===== src/rtl/gv_chart_pkg.sv =====
// Shared types and default sizing for the chart sequencer and its consumers.
// HIT_IDX is the window bit the hit scorer treats as the hit line.
package gv_chart_pkg;

    typedef enum logic [2:0] {
        IDLE,
        PLAY,
        PAUSE,
        DRAIN,
        DONE
    } seq_state_t;

    localparam int WIN_W   = 40;
    localparam int CNT_W   = 23;
    localparam int ADDR_W  = 8;
    localparam int MIN_LIM = 4;
    localparam int HIT_IDX = 37;

endpackage


===== src/rtl/beat_timer.sv =====
// Beat phase counter: counts 0..lim-1 while enabled and flags the wrap cycle,
// which is the cycle on which the note window shifts.
module beat_timer #(
    parameter int CNT_W = gv_chart_pkg::CNT_W
) (
    input  logic             clk,
    input  logic             n_rst,
    input  logic             clr,
    input  logic             en,
    input  logic [CNT_W-1:0] lim,
    output logic [CNT_W-1:0] counter,
    output logic             wrap
);

    logic [CNT_W-1:0] counter_q;

    assign wrap    = en && (counter_q == lim - CNT_W'(1));
    assign counter = counter_q;

    always_ff @(posedge clk or negedge n_rst) begin
        if (!n_rst) begin
            counter_q <= '0;
        end else if (clr || wrap) begin
            counter_q <= '0;
        end else if (en) begin
            counter_q <= counter_q + CNT_W'(1);
        end
    end

endmodule


===== src/rtl/note_chart_sequencer.sv =====
// Song-chart sequencer: prefetches one note per beat from a synchronous ROM,
// shifts it into the note window, then drains WIN_W zeros before reporting done.
module note_chart_sequencer #(
    parameter int WIN_W   = gv_chart_pkg::WIN_W,
    parameter int CNT_W   = gv_chart_pkg::CNT_W,
    parameter int ADDR_W  = gv_chart_pkg::ADDR_W,
    parameter int MIN_LIM = gv_chart_pkg::MIN_LIM
) (
    input  logic              clk,
    input  logic              n_rst,
    input  logic              start,
    input  logic              pause,
    input  logic [CNT_W-1:0]  tempo_lim,
    input  logic [ADDR_W-1:0] song_len,
    output logic [ADDR_W-1:0] rom_addr,
    input  logic              rom_data,
    output logic [WIN_W-1:0]  padded_notes,
    output logic [CNT_W-1:0]  counter,
    output logic [CNT_W-1:0]  lim,
    output logic              beat,
    output logic              playing,
    output logic              done
);
    import gv_chart_pkg::*;

    localparam int DRAIN_W = $clog2(WIN_W + 1);

    seq_state_t         state_q;
    seq_state_t         resume_q;
    logic [CNT_W-1:0]   lim_q;
    logic [ADDR_W-1:0]  len_q;
    logic [ADDR_W-1:0]  note_idx_q;
    logic               note_buf_q;
    logic [DRAIN_W-1:0] drain_cnt_q;
    logic [WIN_W-1:0]   window_q;
    logic               playing_q;
    logic               done_q;

    logic               accept;
    logic               timer_en;
    logic               wrap;
    logic [CNT_W-1:0]   count;

    assign accept   = start && (state_q == IDLE || state_q == DONE);
    assign timer_en = (state_q == PLAY || state_q == DRAIN) && !pause;

    beat_timer #(
        .CNT_W(CNT_W)
    ) u_beat_timer (
        .clk    (clk),
        .n_rst  (n_rst),
        .clr    (accept),
        .en     (timer_en),
        .lim    (lim_q),
        .counter(count),
        .wrap   (wrap)
    );

    // NOTE: all state here uses <= so every branch reads the pre-edge values,
    // e.g. the shift uses the old note_buf even when it is reloaded the same edge.
    always_ff @(posedge clk or negedge n_rst) begin
        if (!n_rst) begin
            state_q     <= IDLE;
            resume_q    <= PLAY;
            lim_q       <= '0;
            len_q       <= '0;
            note_idx_q  <= '0;
            note_buf_q  <= 1'b0;
            drain_cnt_q <= '0;
            window_q    <= '0;
            playing_q   <= 1'b0;
            done_q      <= 1'b0;
        end else begin
            case (state_q)
                IDLE, DONE: begin
                    if (start) begin
                        lim_q       <= (tempo_lim < CNT_W'(MIN_LIM)) ? CNT_W'(MIN_LIM) : tempo_lim;
                        len_q       <= song_len;
                        note_idx_q  <= '0;
                        note_buf_q  <= 1'b0;
                        drain_cnt_q <= '0;
                        window_q    <= '0;
                        playing_q   <= 1'b1;
                        done_q      <= 1'b0;
                        state_q     <= (song_len == '0) ? DRAIN : PLAY;
                    end
                end
                PLAY: begin
                    if (pause) begin
                        state_q  <= PAUSE;
                        resume_q <= PLAY;
                    end else begin
                        // ROM answered the address set on the last shift; capture before the next one.
                        if (count == CNT_W'(1)) begin
                            note_buf_q <= rom_data;
                        end
                        if (wrap) begin
                            window_q   <= {window_q[WIN_W-2:0], note_buf_q};
                            note_idx_q <= note_idx_q + ADDR_W'(1);
                            if (note_idx_q == len_q - ADDR_W'(1)) begin
                                state_q <= DRAIN;
                            end
                        end
                    end
                end
                PAUSE: begin
                    if (!pause) begin
                        state_q <= resume_q;
                    end
                end
                DRAIN: begin
                    if (pause) begin
                        state_q  <= PAUSE;
                        resume_q <= DRAIN;
                    end else if (wrap) begin
                        window_q    <= {window_q[WIN_W-2:0], 1'b0};
                        drain_cnt_q <= drain_cnt_q + DRAIN_W'(1);
                        if (drain_cnt_q == DRAIN_W'(WIN_W - 1)) begin
                            state_q   <= DONE;
                            window_q  <= '0;
                            playing_q <= 1'b0;
                            done_q    <= 1'b1;
                        end
                    end
                end
                default: state_q <= IDLE;
            endcase
        end
    end

    assign rom_addr     = note_idx_q;
    assign padded_notes = window_q;
    assign counter      = count;
    assign lim          = lim_q;
    assign beat         = wrap;
    assign playing      = playing_q;
    assign done         = done_q;

endmodule


===== config.mk =====
export PLATFORM = sky130hd
export DESIGN_NAME = note_chart_sequencer
export DESIGN_NICKNAME = d
export VERILOG_FILES = /design/src/rtl/gv_chart_pkg.sv /design/src/rtl/beat_timer.sv /design/src/rtl/note_chart_sequencer.sv
export SDC_FILE = /design/constraint.sdc
export NUM_CORES = 1
export LEC_CHECK = 0
export BUFFER_PORTS_ARGS = -buffer_cell sky130_fd_sc_hd__buf_2
export CAP_MARGIN = 20
export CORE_MARGIN = 2
export CORE_UTILIZATION = 40
export CTS_BUF_LIST = sky130_fd_sc_hd__clkbuf_8
export DETAILED_ROUTE_END_ITERATION = 16
export HOLD_SLACK_MARGIN = 0.05
export PLACE_DENSITY = 0.66
export SLEW_MARGIN = 20
export SYNTH_ARGS = -nofsm -noshare
export SYNTH_HDL_FRONTEND = slang
export SYNTH_SLANG_ARGS = --single-unit

===== constraint.sdc =====
create_clock -name clk -period 2.8 [get_ports clk]
set_input_delay 0.28 -clock clk [delete_from_list [all_inputs] [get_ports clk]]
set_output_delay 0.28 -clock clk [all_outputs]
set_load 0.03 [all_outputs]

==> impl_metrics.toml <==
[route]
viasPerCell = 5.374
first_iter_violations = 479
drc = 0
ant_nets = 0
avgRoutedWirePerCell_um = 17.39
vias = 6390
drtPass1Iterations = 5
drt_wl_total_um = 20680

[worst_setup_path]
slowest_stage = "or4_4"
required_ps = 3130
crit_path_max_incr_delay_ps = 560
crit_type = "flip-flop to flip-flop"
critPathMaxFanout = 9
crit_top_cell = "buf_6"
arrival_ps = 3730
crit_path_start_kind = "flip-flop"
critPathCaptureType = "flip-flop"
path_cells = "or4_4 > buf_4 > buf_6 > buf_6 > buf_6 > o21a_1 > or4_4 > nor4_4 > nand4_4 > buf_8 > bufbuf_16 > nand3_1 > o21ai_1"

[clock_network]
path_clk_slew_ps = 60
clock_sinks = 115
cts_root_buffer = "clkbuf_8"
clockBufferDepth = 2
clkLatencyLatePin_ps = 450
cts_tree = "built"
cts_buffers = 17
htreeDepth = 4

[power]
total_power_uw = 7752
ir_worst_vdd_v = 0.0004718
power_density_nw_per_um2 = 849.3
p_leak_uw = 0.004331

[floorplanning]
rows = 46
dieArea_um2 = 16860
io_pins = 133
core_area_um2 = 15660
die_width_um = 129.9
die_y_um = 129.9
initial_core_util_pct = 40.47

[logic_synthesis]
synth_area_per_cell_um2 = 8.644
async_reset_ff_share_pct = 100.0
synth-main-ff-cell = "dfrtp_1"
ys_seq_area_share_pct = 45.42
synth_edf_count = 0
syn_area_um2 = 6336
synth.distinct_cells = 59
syn_nets = 775
ys_ff_latch = 115
ys_warn_count = 0
postSynthCellCount = 733

[sta]
fin_ws_ps = -593.7
period_share_pct = 121.2
tightest_slew_ps = 582.5
rsz0062_at_grt = "yes"
drv_slew = 0
whs_ps = 63.77
skew_ps = 13.01
period_minus_slack_ps = 3394
setup_violations = 83
hold_viol_final = 0
fmax_mhz = 294.7
relSlewSlack_pct = 61.17

[hold_path]
min_path_type = "input pin to flip-flop"

[placement]
portBuffers = 132
placed_cells = 1112
place.gp.congestion = 0.8788
dp_hpwl_um = 13390

[final_layout]
area_growth_pct = 44.06
utilization_pct = 58.30
fill_cells = 1379
n_antenna_cell = 0
stdcell_count = 1189
finalNetCount = 1004
register_area_um2 = 2884
multiInputGateArea_um2 = 3506
drive_above_1_share_pct = 33.71

[grt]
grt_max_degree = 55
grt_first_pass_wirelength_um = 31900
grt_overflow = 0
grt_usage_pct = 24.65
grt_pass1_vias = 5977
antenna_found_initial = 1

[job]
maxCapViolations = 0

[outcome]
status = "finished, violations left"
violations = "setup timing"
==> registers in the layout, summed over array words and instances, names as in the netlist <==
signal                cells
done                      1
drain_cnt_q               6
len_q                     8
lim                      23
note_buf_q                1
padded_notes             40
playing                   1
resume_q                  1
rom_addr                  8
state_q                   3
u_beat_timer.counter     23
==> layout make-up <==
| cell class | count | area share, % |
|---|---|---|
| tap | 216 | 2.961 |
| sequential | 115 | 31.60 |
| clock inverter | 9 | 1.001 |
| clock buffer | 21 | 3.167 |
| timing repair buffer | 250 | 22.29 |
| inverter | 14 | 0.5757 |
| multi-input combinational | 564 | 38.41 |
==> synthesized netlist by cell type, types with 2 or more instances <==
library cell,n,area share (%)
and2_1,6,0.59
xor2_1,28,3.9
or3_1,4,0.39
nor2b_1,2,0.20
o31a_1,2,0.28
a311oi_1,2,0.28
xnor2_1,29,4.0
clkbuf_1,22,1.3
a41oi_1,2,0.28
or2_2,3,0.30
dfrtp_1,115,45
a31oi_1,6,0.59
nor3b_1,3,0.36
a21o_1,2,0.24
ha_1,6,1.2
or4_1,9,1.1
o31ai_1,4,0.47
and3_1,7,0.69
a22o_1,2,0.28
nand4_1,10,0.99
nor4b_1,4,0.55
o41ai_2,2,0.51
o311ai_2,2,0.51
inv_1,14,0.83
nand3_1,62,4.9
a211oi_1,3,0.36
buf_2,8,0.63
o21ai_1,36,2.8
nand2b_1,7,0.69
a21oi_1,12,0.95
o21ai_0,19,1.5
nor3_1,13,1.0
nor2_1,58,3.4
nand2_1,161,9.5
buf_1,9,0.53
o21a_1,4,0.47
o211ai_1,7,0.83
nand3b_1,2,0.24
mux2i_1,6,0.95
nor4_1,21,2.1
==> critical path: cells and delay by family, from the launching register on <==
kind | cells | cell delay [ps]
buffers and inverters | 6 | 970
AOI/OAI and AO/OA | 2 | 270
and+or+nand+nor | 5 | 1650
DFF | 1 | 400
==> stage by stage <==
step | setup slack (ps) | TNS [ps] | instance area [µm²]
2_1_floorplan | -130.3 | -5914 | 6395
3_3_place_gp | -263.8 | -8991 | 7761
3_5_place_dp | -367.1 | -11230 | 7761
4_1_cts | -532.0 | -34540 | 9044
5_1_grt | -722.2 | -50740 | 9128
6_report | -593.7 | -42810 | 9128
==> what timing repair did <==
| action | 4_1_cts | 5_1_grt |
|---|---|---|
| buffers inserted | 12 | 3 |
| gates resized for setup | 67 | 18 |
| hold buffers | 20 | 0 |
| pin swaps | 13 | 10 |
| gates cloned | 13 | 1 |
| hold endpoints to repair | 58 | 0 |
| setup endpoints to repair | 81 | 83 |
==> metal layers <==
layer / vias to the layer above / GRT usage, % / part of all wire [%]
met2: 236 / 37.70 / 46
li1: 3026 / - / -
met4: 0 / 7.464 / 1.7
met1: 3094 / 34.57 / 45
met5: - / 0 / 0
met3: 34 / 6.314 / 7.0
==> final timing paths <==
| check | startpoint | to | slack (ps) | cells after the start |
|---|---|---|---|---|
| min reg2reg | resume_q[1]$_DFFE_PN0P_ | resume_q[1]$_DFFE_PN0P_ | 500 | 2 |
| min in group asynchronous | n_rst | u_beat_timer.counter[9]$_DFFE_PN0P_ | 360 | 2 |
| max reg2reg | lim[8]$_DFFE_PN0P_ | padded_notes[16]$_DFFE_PN0P_ | -590 | 13 |
| max in group asynchronous | n_rst | state_q[1]$_DFFE_PN0P_ | 1640 | 3 |
| max | lim[8]$_DFFE_PN0P_ | padded_notes[16]$_DFFE_PN0P_ | -590 | 13 |
| min | song_len[7] | len_q[7]$_DFFE_PN0P_ | 60 | 3 |
==> placed cells by master (no fill, tap or decap), drive strengths merged, types with 19 or more instances in the layout <==
cell type / count
buf: 228
nand2: 161
dfrtp: 115
nand3: 62
nor2: 58
o21ai: 55
xnor2: 29
xor2: 28
nor4: 23
clkbuf: 22
dlygate4sd3: 20
inv: 19
==> power breakdown <==
| group | switching [µW] | total [µW] | internal (µW) | leakage, µW |
|---|---|---|---|---|
| sequential | 368 | 2320 | 1950 | 0.00153 |
| clock | 659 | 1520 | 857 | 0.000210 |
| combinational | 2290 | 3920 | 1630 | 0.00259 |
==> logic make-up after synthesis <==
| family | share of synthesized area [%] |
|---|---|
| AND/OR/NAND/NOR | 29.36 |
| buffers and inverters | 3.475 |
| XOR/XNOR | 7.879 |
| multiplexers | 1.126 |
| flip-flops | 45.42 |
| adder cells (fa/ha/maj) | 1.185 |
| AO/OA/AOI/OAI | 11.55 |
(Power assumes the default switching activity.)
